==> src/rtl/ebreak_halt_ctrl.sv <==
// ebreak_halt_ctrl: end-of-simulation sequencer for the NPC core.
//   Watches the commit stream for EBREAK. When one retires, the block raises
//   halt_req, lets the pipeline drain for DRAIN_CYCLES, then raises sim_done.
//   At the EBREAK it latches the exit code (a0) and the halt PC. A watchdog
//   ends runs that stop committing.
// Ports:
//   clk, rst_n              clock (rising edge), asynchronous active-low reset
//   commit_valid            one instruction retires this cycle
//   commit_inst, commit_pc  encoding and PC of the retiring instruction
//   a0_value                current x10, sampled in the EBREAK commit cycle
//   halt_req                fetch/issue stall, high in DRAIN and DONE
//   sim_done                sticky end-of-simulation flag, high only in DONE
//   timed_out               sticky, the watchdog ended the run
//   good_trap               clean exit: done, not timed out, exit code 0
//   exit_code, halt_pc      a0 and PC captured at EBREAK (or on timeout)
//   cycle_cnt, instret_cnt  RUN cycles and RUN commits, EBREAK included
module ebreak_halt_ctrl #(
  parameter int unsigned XLEN           = 64,
  parameter int unsigned DRAIN_CYCLES   = 4,
  parameter int unsigned TIMEOUT_CYCLES = 4096,
  parameter int unsigned TO_W           = 32
) (
  input  logic            clk,
  input  logic            rst_n,
  input  logic            commit_valid,
  input  logic [31:0]     commit_inst,
  input  logic [XLEN-1:0] commit_pc,
  input  logic [XLEN-1:0] a0_value,
  output logic            halt_req,
  output logic            sim_done,
  output logic            timed_out,
  output logic            good_trap,
  output logic [XLEN-1:0] exit_code,
  output logic [XLEN-1:0] halt_pc,
  output logic [XLEN-1:0] cycle_cnt,
  output logic [XLEN-1:0] instret_cnt
);

  localparam logic [31:0] EbreakInst = 32'h0010_0073;
  localparam int unsigned DW = (DRAIN_CYCLES > 1) ? $clog2(DRAIN_CYCLES) : 1;
  localparam logic [DW-1:0] DrainLast =
      DW'((DRAIN_CYCLES == 0) ? 0 : DRAIN_CYCLES - 1);
  localparam logic [TO_W-1:0] WdLast =
      TO_W'((TIMEOUT_CYCLES == 0) ? 0 : TIMEOUT_CYCLES - 1);

  typedef enum logic [1:0] {StRun, StDrain, StDone} state_e;

  state_e            state_q, state_d;
  logic [DW-1:0]     drain_q, drain_d;
  logic [TO_W-1:0]   wd_q, wd_d;
  logic [XLEN-1:0]   cycle_q, cycle_d;
  logic [XLEN-1:0]   instret_q, instret_d;
  logic [XLEN-1:0]   exit_q, exit_d;
  logic [XLEN-1:0]   halt_pc_q, halt_pc_d;
  logic [XLEN-1:0]   last_pc_q, last_pc_d;
  logic              timed_q, timed_d;

  logic is_ebreak;
  logic wd_expire;

  assign is_ebreak = commit_valid && (commit_inst == EbreakInst);
  // A commit clears the watchdog, so expiry only fires on an idle cycle.
  assign wd_expire = (TIMEOUT_CYCLES != 0) && !commit_valid && (wd_q == WdLast);

  // State register
  always_ff @(posedge clk or negedge rst_n) begin
    if (!rst_n) begin
      state_q <= StRun;
    end else begin
      state_q <= state_d;
    end
  end

  // Next-state logic
  always_comb begin
    state_d = state_q;
    unique case (state_q)
      StRun: begin
        if (is_ebreak) begin
          state_d = (DRAIN_CYCLES == 0) ? StDone : StDrain;
        end else if (wd_expire) begin
          state_d = StDone;
        end
      end
      StDrain: begin
        if (drain_q == DrainLast) state_d = StDone;
      end
      StDone:  state_d = StDone;
      default: state_d = StRun;
    endcase
  end

  // Outputs, all derived from registered state
  always_comb begin
    halt_req    = (state_q != StRun);
    sim_done    = (state_q == StDone);
    timed_out   = timed_q;
    good_trap   = (state_q == StDone) && !timed_q && (exit_q == '0);
    exit_code   = exit_q;
    halt_pc     = halt_pc_q;
    cycle_cnt   = cycle_q;
    instret_cnt = instret_q;
  end

  // Datapath next-state: only RUN updates counters and latches
  always_comb begin
    drain_d   = drain_q;
    wd_d      = wd_q;
    cycle_d   = cycle_q;
    instret_d = instret_q;
    exit_d    = exit_q;
    halt_pc_d = halt_pc_q;
    last_pc_d = last_pc_q;
    timed_d   = timed_q;
    if (state_q == StRun) begin
      cycle_d = cycle_q + XLEN'(1);
      if (commit_valid) begin
        instret_d = instret_q + XLEN'(1);
        wd_d      = '0;
        last_pc_d = commit_pc;
      end else if (wd_q != '1) begin
        wd_d = wd_q + TO_W'(1);
      end
      if (is_ebreak) begin
        exit_d    = a0_value;
        halt_pc_d = commit_pc;
      end else if (wd_expire) begin
        timed_d   = 1'b1;
        exit_d    = '1;
        halt_pc_d = last_pc_q;
      end
    end else if (state_q == StDrain) begin
      drain_d = drain_q + DW'(1);
    end
  end

  always_ff @(posedge clk or negedge rst_n) begin
    if (!rst_n) begin
      drain_q   <= '0;
      wd_q      <= '0;
      cycle_q   <= '0;
      instret_q <= '0;
      exit_q    <= '0;
      halt_pc_q <= '0;
      last_pc_q <= '0;
      timed_q   <= 1'b0;
    end else begin
      drain_q   <= drain_d;
      wd_q      <= wd_d;
      cycle_q   <= cycle_d;
      instret_q <= instret_d;
      exit_q    <= exit_d;
      halt_pc_q <= halt_pc_d;
      last_pc_q <= last_pc_d;
      timed_q   <= timed_d;
    end
  end

endmodule

==> config.mk <==
export PLATFORM = sky130hd
export DESIGN_NAME = ebreak_halt_ctrl
export DESIGN_NICKNAME = d
export VERILOG_FILES = /design/src/rtl/ebreak_halt_ctrl.sv
export SDC_FILE = /design/constraint.sdc
export NUM_CORES = 1
export LEC_CHECK = 0
export CORE_MARGIN = 1.5
export CORE_UTILIZATION = 40
export DETAILED_ROUTE_END_ITERATION = 16
export HOLD_SLACK_MARGIN = 0.1
export PLACE_DENSITY = 0.78
export SLEW_MARGIN = 20
export SYNTH_ARGS = -nofsm -noshare
export SYNTH_HDL_FRONTEND = slang
export SYNTH_SLANG_ARGS = --single-unit
==> constraint.sdc <==
create_clock -name clk -period 5.5 [get_ports clk]
set_input_delay 1.1 -clock clk [delete_from_list [all_inputs] [get_ports clk]]
set_output_delay 1.1 -clock clk [all_outputs]
set_load 0.005 [all_outputs]
==> Yosys cells after proc, flatten, opt, wreduce, memory -nomap -nowiden <==
Cells that the tools add are included.
{ "classes": {"n_addsub": 4, "n_eq_ne": 8, "n_mux": 10, "n_bitwise": 2, "reduce_logical": 17} }
{ "op_table": {"columns": ["op", "n"], "rows": [
  ["two-way mux 64 bit", 4],
  ["adder 64 x 1 -> 64 bit (second input constant)", 2],
  ["logical NOT 64 bit", 1],
  ["two-way mux 32 bit", 2],
  ["adder 32 x 1 -> 32 bit (second input constant)", 1],
  ["== test 32 x 12 -> 1 bit (second input constant)", 1],
  ["== test 32 x 21 -> 1 bit (second input constant)", 1],
  ["inequality test 32 bit (second input constant)", 1],
  ["AND reduction 2 bit", 5],
  ["two-way mux 2 bit", 3],
  ["one-hot mux 2 bit (3 select lines)", 1],
  ["nonzero test 2 bit", 3],
  ["== test 2 bit (second input constant)", 2],
  ["logical AND 1 bit", 4],
  ["inequality test 3 bit (second input constant)", 1],
  ["AND reduction 3 bit", 1],
  ["adder 2 x 1 -> 2 bit (second input constant)", 1],
  ["== test 2 x 1 -> 1 bit (second input constant)", 1],
  ["logical NOT 1 bit", 2],
  ["logical NOT 2 bit", 1],
  ["inequality test 2 bit (second input constant)", 1],
  ["NOT 1 bit", 2]
]} }
{ "word_totals": {"register_bits": 357, "output_inout_bits": 260, "wordCells": 50} }

==> Depth between registers and ports, before layout <==
Gate-level depths: netlist of the first run.
{ "depth": {"word_depth": 5, "ltp_mapped": 11} }

==> Worst setup path before layout of the first run <==
No wires, ideal clock.
{ "synth_path": {"path_kind": "input -> register", "startpoint": "input commit_inst[26]", "endpoint": "register halt_pc_q[44], in the netlist halt_pc[44]", "setup_ns": 0.125, "t_arrival_ns": 2.958, "path_slack_ns": 2.417, "stages": 8, "cell_sequence": "nor4_1 -> nand4_1 -> or4_1 -> clkbuf_1 -> buf_6 -> buf_6 -> mux2_1 -> mux2_4"} }
{ "synth_via": {"elab_chain_len": 4, "elab_cells_between_ends": 5, "classes_between": "eq/ne (1); mux (1); reduce/logical (3)"} }
{ "synth_rtl": {"columns": ["element", "line_no", "rtl"], "rows": [
  ["start, declared", "26", "input logic [31:0] commit_inst,"],
  ["== test 32 x 21 -> 1 bit (*)", "61", "assign is_ebreak = commit_valid && (commit_inst == EbreakInst);"],
  ["logical AND 1 bit (*)", "61", null],
  ["nonzero test 2 bit (no source line)", null, null],
  ["AND reduction 2 bit (no source line)", null, null],
  ["end signal, assigned", "153", "halt_pc_q <= halt_pc_d;"],
  ["end, declared", "54", "logic [XLEN-1:0] halt_pc_q, halt_pc_d;"]
]} }
Every way passes the cells marked *; elsewhere a longest branch is shown, timed or not.
A chain may end at the register's enable or synchronous reset.

==> Worst setup path in the final report of the first run <==
{ "layout_path": {"startpoint": "register exit_q[12], in the netlist exit_code[12]", "endpoint": "output good_trap"} }
{ "layout_via": {"elab_chain_len": 2} }
{ "layout_rtl": {"columns": ["element", "line_no", "rtl"], "rows": [
  ["start, declared", "53", "logic [XLEN-1:0] exit_q, exit_d;"],
  ["start signal, assigned", "152", "exit_q <= exit_d;"],
  ["logical NOT 64 bit", "98", "good_trap = (state_q == StDone) && !timed_q && (exit_q == '0);"],
  ["logical AND 1 bit", "98", null],
  ["end, declared", "32", "output logic good_trap,"]
]} }
Every way passes these cells.

==> reports/metrics.cfg, run 1 <==
[run_status]
run_status=finished clean

[grt]
grt_max_degree=128
grt_pass1_wl_um=74100
met2_usage=0.376
use_met3=0.0539
grt.busiest_layer=met2
grtUsageTotal=0.222
grt_pass1_vias=13790
grtUsageMet1=0.265
grt_overflow=0
antenna_found_initial=0

[place]
io_buffers=422
gp_congestion=0.857
dp_hpwl_um=32400
pre_cts_ws_ps=1330

[sta]
rsz0062_at_grt=no
slew-limit-headroom=0.281
fmax_mhz=251
setup_tns_ps=0
finalCriticalPeriod_ps=3980
worst_slew_pin_slew_ps=1080
worst_slack_ps=1520
fin_crit_sh=0.724
drv_slew=0
final-setup-viol-count=0
fin_skew_ps=20.5
hold_violations=0

[die]
die_h_um=205
core_um2=40000
io_pins=423
dieArea_um2=42100
die_width_um=205
rows=73
start_util=0.409

[detailed_routing]
ant_nets=0
via_per_inst=5.36
routed_wl_um=46400
vias=12962
firstDrtPassIters=7
drc=0
drt_iter0_markers=715
drt-wirelength-per-cell_um=19.2

[worst_setup_path]
arrival_ps=2880
cp-end-kind=primary output
worst-setup-path-type=flip-flop to primary output
required_ps=4400
critPathLaunchType=flip-flop
cp_max_fo=3

[clock_network]
cts_max_level=2
cts_hold_buf=0
postCtsSetupRepairBufs=0
cts_tree=done
cts_buffer_depth=3
cts_root_buffer=clkbuf_16
cts_sinks=357
cts_resized=0
clkLatencyLatePin_ps=550
numCtsBuffers=41
path_clk_slew_ps=50

[cells_and_area]
syn_to_final_growth_pct=37.5
layout-drive-gt1-share=0.115
fin_nets=2037

[synth]
ys_ff_latch=357
synth_area_um2=16300
synthArstFlopShare=1.00
synth.net_count=1623
synthFlopType=dfrtp_1
synth_warnings=0
yosysSeqAreaShare=0.546
syn_inst=1451
synth-edff-count=0
synth_area_per_cell_um2=11.3
yosysUniqueCellTypes=57

[pwr]
cellLeakagePower_nw=10.4
ir_drop_v=0.000318
finalPower_mw=6.13
p_per_area_nw_per_um2=273

[job]
drv_cap=0

[min_path]
hp-class=flip-flop to flip-flop

## where the power goes
| part | internal, mW | leakage, nW | switching (mW) | total (mW) |
|---|---|---|---|---|
| sequential | 2.73 | 4.90 | 0.0607 | 2.79 |
| combinational | 0.226 | 4.80 | 0.165 | 0.391 |
| clock | 1.87 | 0.725 | 1.08 | 2.95 |
| total | 4.83 | 10.4 | 1.30 | 6.13 |
## cell usage in the layout, fill, tap and decap left out, types with 7 or more instances in the layout
cell type	Yosys	final
clkdlybuf4s50_1	0	421
dfrtp_1	357	357
nand2_1	277	275
xor2_1	67	67
mux2_2	67	67
o22a_1	64	64
xnor2_1	60	60
mux2_4	56	56
nand3_1	53	53
nor2_1	53	53
nand4_1	48	48
nor4_1	46	46
nor3_1	43	43
clkbuf_16	0	43
and3_1	29	29
inv_1	22	22
o21ai_0	22	22
and2_1	12	11
and4_1	9	9
ha_1	9	9
clkbuf_8	0	9
buf_4	7	9
mux2_1	8	8
a31oi_1	8	8
a21oi_1	8	8
mux2i_1	8	8
or4_1	8	7
a22o_1	7	7
bufinv_16	0	7
## routing by layer
metal  vias up  share of wire
met2       483           0.49
met4         0          0.040
met5         -              0
met3        94          0.068
li1       5960              -
met1      6425           0.40
## sequential cells by signal, indices dropped and copies added, names as in the netlist
name,count
halt_pc,64
wd_q,32
exit_code,64
drain_q,2
state_q,2
cycle_cnt,64
timed_out,1
last_pc_q,64
instret_cnt,64
## cell families after synthesis
family / after synthesis / share of synthesized area
AO/OA/AOI/OAI: 130 / 0.0617
XOR/XNOR: 127 / 0.0680
adder cells (fa/ha/maj): 9 / 0.00689
buffers and inverters: 87 / 0.0301
flip-flops: 357 / 0.546
multiplexers: 139 / 0.108
AND/OR/NAND/NOR: 602 / 0.179
## worst max-delay path: stages (launching register included)
cell	delay [ps]
dfrtp_1	400
or4_1	620
nor4_1	280
nand3_1	120
nor4_1	320
clkdlybuf4s50_1	610
## final timing paths
| path | from | end | slack (ps) | cells past startpoint |
|---|---|---|---|---|
| min in group asynchronous | rst_n | instret_cnt[33] | 660 | 1 |
| worst min register to register | last_pc_q[59] | last_pc_q[59] | 470 | 2 |
| worst max-delay path | exit_code[12] | good_trap | 1520 | 5 |
| worst max register to register | state_q[0] | instret_cnt[58] | 1980 | 7 |
| max in group asynchronous | rst_n | halt_pc[21] | 3570 | 2 |
| worst min-delay path | last_pc_q[59] | last_pc_q[59] | 470 | 2 |
## per-stage QoR
stage | util | instances | cell area, µm² | hold slack (ps)
2_1_floorplan | - | 1451 | 16300 | 440
3_3_place_gp | 0.525 | 2347 | 21000 | 451
3_5_place_dp | 0.525 | 2347 | 21000 | 457
4_1_cts | 0.562 | 2418 | 22500 | 472
5_1_grt | 0.562 | 2418 | 22500 | 490
6_report | 0.562 | 2420 | 22500 | 471
## area by class of cell
| class | instances | area, µm² |
|---|---|---|
| antenna | 2 | 5.00 |
| clock buffer | 58 | 1220 |
| clock inverter | 13 | 248 |
| inverter | 22 | 82.6 |
| sequential | 357 | 8930 |
| fill | 3287 | 17500 |
| timing repair buffer | 436 | 4400 |
| multi-input combinational | 1007 | 6940 |
| tap | 525 | 657 |
## cells in the mapped netlist (all sizes together) (24+ instances only)
cell	count	share of area
mux2	131	0.10
xnor2	60	0.032
nand2	277	0.064
nor4	46	0.018
nand4	49	0.020
dfrtp	357	0.55
and3	29	0.011
buf	24	0.016
xor2	67	0.036
nor2	53	0.012
nor3	46	0.015
o22a	64	0.034
clkbuf	41	0.0094
nand3	53	0.016
Power figures use the tool's default switching activity.
==> run 2, diff against run 1 <==
==> constraint.sdc (replaced) <==
create_clock -name clk -period 3.7 [get_ports clk]
set_input_delay 0.74 -clock clk [delete_from_list [all_inputs] [get_ports clk]]
set_output_delay 0.74 -clock clk [all_outputs]
set_load 0.005 [all_outputs]
==> run 2 against run 1 <==
Final cell count grew 0.74%. Register-to-register slack lost 1300 ps. Utilization grew 0.20 points. Clock power grew 37%.
==> reports/metrics.cfg, run 2 (synthesized netlist as in run 1, its figures left out) <==
[sta]
fin_crit_sh=0.896
fin_skew_ps=22.6
worst_slack_ps=386
setup_tns_ps=0
fmax_mhz=302
final-setup-viol-count=0
hold_violations=0
rsz0062_at_grt=no
finalCriticalPeriod_ps=3310
slew-limit-headroom=0.312
drv_slew=0
worst_slew_pin_slew_ps=1030

[place]
dp_hpwl_um=33000
gp_congestion=0.864
io_buffers=422
pre_cts_ws_ps=208

[die]
die_h_um=205
die_width_um=205
io_pins=423
core_um2=40000
dieArea_um2=42100
rows=73
start_util=0.409

[cells_and_area]
layout-drive-gt1-share=0.121
fin_nets=2053
final_cell_mix=420 x clkdlybuf4s50_1, 357 x dfrtp_1, 275 x nand2_1, 67 x xor2_1, 67 x mux2_2
final_common_cell=clkdlybuf4s50_1
syn_to_final_growth_pct=38.0

[grt]
grt_max_degree=99
antenna_found_initial=1
grt_overflow=0
use_met3=0.0587
grt.busiest_layer=met2
grtUsageTotal=0.220
grt_pass1_vias=13591
grt_pass1_wl_um=73300
grtUsageMet1=0.264
met2_usage=0.370

[clock_network]
path_clk_slew_ps=60
clkLatencyLatePin_ps=560
cts_tree=done
numCtsBuffers=40
cts_root_buffer=clkbuf_16
cts_max_level=2
cts_buffer_depth=3
postCtsSetupRepairBufs=0
cts_sinks=357

[worst_setup_path]
critPathLaunchType=flip-flop
cp_max_fo=3
cp-end-kind=primary output
arrival_ps=2570
worst-setup-path-type=flip-flop to primary output
required_ps=2960
regToRegSetupSlack_ps=730

[job]
drv_cap=0

[detailed_routing]
drt-wirelength-per-cell_um=19.1
ant_nets=0
drc=0
vias=12931
via_per_inst=5.30
routed_wl_um=46500
drt_iter0_markers=760
firstDrtPassIters=5

[min_path]
hp-class=primary input to asynchronous set/reset pin

[pwr]
p_per_area_nw_per_um2=389
cellLeakagePower_nw=10.5
ir_drop_v=0.000390
finalPower_mw=8.78

[run_status]
run_status=finished clean

==> run 2: stage by stage <==
stage / hold slack, ps / cell area, µm² / utilization / cells
final: 244 / 22600 / 0.564 / 2438
after global routing: 289 / 22600 / 0.564 / 2438
after CTS: 256 / 22600 / 0.564 / 2437
after global placement: 451 / 21200 / 0.530 / 2364
after floorplan: 440 / 16300 / - / 1451
after detailed placement: 459 / 21200 / 0.530 / 2364
==> run 2: path summary, 6_finish.rpt <==
path | depth (start not counted) | to | from
min in group clk | 2 | last_pc_q[63] | last_pc_q[63]
min | 1 | instret_cnt[59] | rst_n
min reg2reg | 2 | last_pc_q[63] | last_pc_q[63]
max | 5 | good_trap | exit_code[12]
max reg2reg | 8 | instret_cnt[62] | state_q[0]
max in group asynchronous | 2 | last_pc_q[3] | rst_n
==> run 2: where the power goes <==
group	leakage, nW	switching (mW)	internal, mW
sequential	4.90	0.0936	4.06
combinational	4.91	0.244	0.342
clock	0.656	1.62	2.42
==> run 2: final cells by class <==
class / count / area (µm²)
fillers: 3288 / 17400
flip-flops and latches: 357 / 8930
multi-input cells: 1007 / 6950
repair buffers: 453 / 4600
clock buffers: 61 / 1180
well taps: 525 / 657
clock inverters: 12 / 160
inverters: 22 / 82.6
diodes: 1 / 2.50
==> run 2: repair_timing <==
action	in CTS	in global routing
pin swaps	0	1
gates resized for setup	1	1
hold buffers	0	0
setup endpoints to repair	1	1
==> run 2: layer usage <==
layer,wire [µm],vias to the layer above
met5,0,-
met4,1750,0
met3,3450,99
met2,23100,511
met1,18200,6347
li1,-,5974
==> run 2: worst max-delay path: stages (launching register included) <==
cell            delay (ps)
dfrtp_1                400
or4_1                  630
nor4_1                 280
nand3_1                160
nor4_2                 350
dlymetal6s2s_1         200
==> RTL change, RTL diff (settings of run 1) <==
Register the input `commit_pc` before use, with the module's reset. The logic sees it one clock later. The other inputs are not delayed to match.
--- a/src/rtl/ebreak_halt_ctrl.sv
+++ b/src/rtl/ebreak_halt_ctrl.sv
@@ -46,2 +46,12 @@
   typedef enum logic [1:0] {StRun, StDrain, StDone} state_e;
+
+  logic [XLEN-1:0] commit_pc_q;
+
+  always_ff @(posedge clk or negedge rst_n) begin
+    if (!rst_n) begin
+      commit_pc_q <= '0;
+    end else begin
+      commit_pc_q <= commit_pc;
+    end
+  end
 
@@ -119,3 +129,3 @@
         wd_d      = '0;
-        last_pc_d = commit_pc;
+        last_pc_d = commit_pc_q;
       end else if (wd_q != '1) begin
@@ -125,3 +135,3 @@
         exit_d    = a0_value;
-        halt_pc_d = commit_pc;
+        halt_pc_d = commit_pc_q;
       end else if (wd_expire) begin
Formal check against the unedited RTL: not equivalent (a bounded check fails within 4 cycles, from zero or initial values and one cycle with rst_n low).
==> RTL change against run 1 <==
First-iteration DRC count grew 64%; power rose by 10%; worst setup slack got worse by 0.016 ns; critical path depth stayed put; combinational power down 6.6%; largest cell class unchanged; synthesized area increased by 7.5%; wire length increased by 7.6%; via count up 11%; cell area grew 6.4%; sequential cell count up 64; count of clock-buffer cells in the layout is 4 higher.
==> RTL change: results (changes against run 1) <==
| Metric | Value |
|---|---|
| Startpoint types | `flop` |
| Count of different cell masters after synthesis | `63 (+11%)` |
| Largest net degree at the start of global routing | `134 (+4.7%)` |
| P_leak | `10.6 nW (+2.1%)` |
| Slew HR | `38.0% (+10 points)` |
| Syn nets | `1805 (+11%)` |
| Fillers | `3630 (+10%)` |
| Reg2Reg Setup Slack | `1.91 ns (-0.07 ns)` |
| Placed cell count | `2564 (+9.2%)` |
| Final HPWL DP | `34500 um (+6.5%)` |
| Initial antenna violation count | `5 (+5)` |
| Initial DRC count | `1171 (+64%)` |
| Fraction of layout cells with a size suffix above 1 | `5.87% (-5.6 points)` |
| Status | `complete, no violations` |
| GP Congestion | `0.865 (+1.0%)` |
| Final non-filler cell total | `2651 (+9.5%)` |
| Seq/Total Area, Yosys | `60.0% (+5.3 points)` |
| Crit share post-route | `72.7% (+0.29 points)` |
| Warnings, synthesis | `0 (unchanged)` |
| CTS Buf Count | `46 (+12%)` |
| Pre-CTS setup slack | `1.33 ns (-0.00844 ns)` |
| Worst endpoint data arrival time | `2.90 ns (+0.02 ns)` |
| Synth top cells by count | `dfrtp_1 (421), nand2_1 (285), nor3_1 (104), nor2_1 (100)` |
| CP endpoint | `good_trap` |
| # nets final | `2199 (+8.0%)` |
| Reg-to-Reg End | `instret_cnt[55]$_DFFE_PN0P_` |
| Max VDD drop | `0.228 mV (-28%)` |
| Post-synth EDFFs | `0 (unchanged)` |
| Clock skew | `0.0194 ns (-0.00114 ns)` |
| Post-Route WL | `49900 um (+7.6%)` |
| Total track usage | `22.0% (-0.14 points)` |
| Hold crit path type | `flop to flop` |
| R2r startpoint | `state_q[1]$_DFFE_PN0P_` |
| Top cells by area, synth | `dfrtp_1 (60%), nand2_1 (6.1%), xor2_1 (3.2%)` |
| Worst skew pair latency | `0.59 ns (+0.04 ns)` |
| DR vias | `14.4k (+11%)` |
| Clock-pin slew on the worst setup and hold paths | `0.07 ns (+0.02 ns)` |
| Mapped Cells | `1633 (+13%)` |
| Reg2reg path depth | `8 (+1)` |
RTL change: worst min-delay path by stage:
stage | startpoint | endpoint | slack (ns) | depth (start not counted)
floorplan | commit_pc_q[0]$_DFF_PN0_ | last_pc_q[0]$_DFFE_PN0P_ | 0.44 | 2
finish | commit_pc_q[37]$_DFF_PN0_ | last_pc_q[37]$_DFFE_PN0P_ | 0.47 | 2
global route | commit_pc_q[18]$_DFF_PN0_ | last_pc_q[18]$_DFFE_PN0P_ | 0.49 | 2
global placement | commit_pc_q[1]$_DFF_PN0_ | last_pc_q[1]$_DFFE_PN0P_ | 0.44 | 2
detailed placement | commit_pc_q[28]$_DFF_PN0_ | last_pc_q[28]$_DFFE_PN0P_ | 0.45 | 2
CTS | commit_pc_q[44]$_DFF_PN0_ | last_pc_q[44]$_DFFE_PN0P_ | 0.47 | 2
RTL change: routing by layer:
layer | up-vias | part of all wire [%] | routed length (um) | GRT usage, %
met4 | 8 | 2.9 | 1440 | 7.83
li1 | 6587 | - | - | -
met3 | 95 | 8.7 | 4330 | 6.77
met1 | 7136 | 40 | 19800 | 27.2
met2 | 524 | 49 | 24200 | 36.4
met5 | - | 0.10 | 51 | 0
RTL change: layout make-up:
type                    instances  share of cell area (%)
multi-input cells            1087                    27.5
repair buffers                437                    18.4
inverters                      34                   0.534
well taps                     585                    3.06
flip-flops and latches        421                    44.1
diodes                          3                  0.0314
clock buffers                  62                    5.32
clock inverters                22                    1.18
RTL change: logic make-up after synthesis:
group | after synthesis | share of synthesized area (%)
AOI/OAI and AO/OA | 183 | 8.30
xor gates and xnor gates | 127 | 6.33
adders and majority gates | 9 | 0.641
buffers and inverters | 125 | 2.87
DFF | 421 | 60.0
muxes | 8 | 0.477
and+or+nand+nor | 760 | 21.4
RTL change: critical path: stages, from the launching register on:
cell and delay (ns):
dfrtp_1 0.40, or4_1 0.55, nor4_1 0.35, nand3_1 0.11
nor4_1 0.34, clkdlybuf4s50_1 0.58
RTL change: report_power, final:
part / internal, W / switching, W
Sequential: 0.00319 / 0.0000766
Combinational: 0.000190 / 0.000174
Clock: 0.00184 / 0.00130
RTL change: per-stage QoR:
step / cell area, sq um / util (%)
global placement: 22400 / 51.8
floorplan: 17600 / -
detailed placement: 22400 / 51.8
CTS: 23900 / 55.4
finish: 23900 / 55.4
global route: 23900 / 55.4
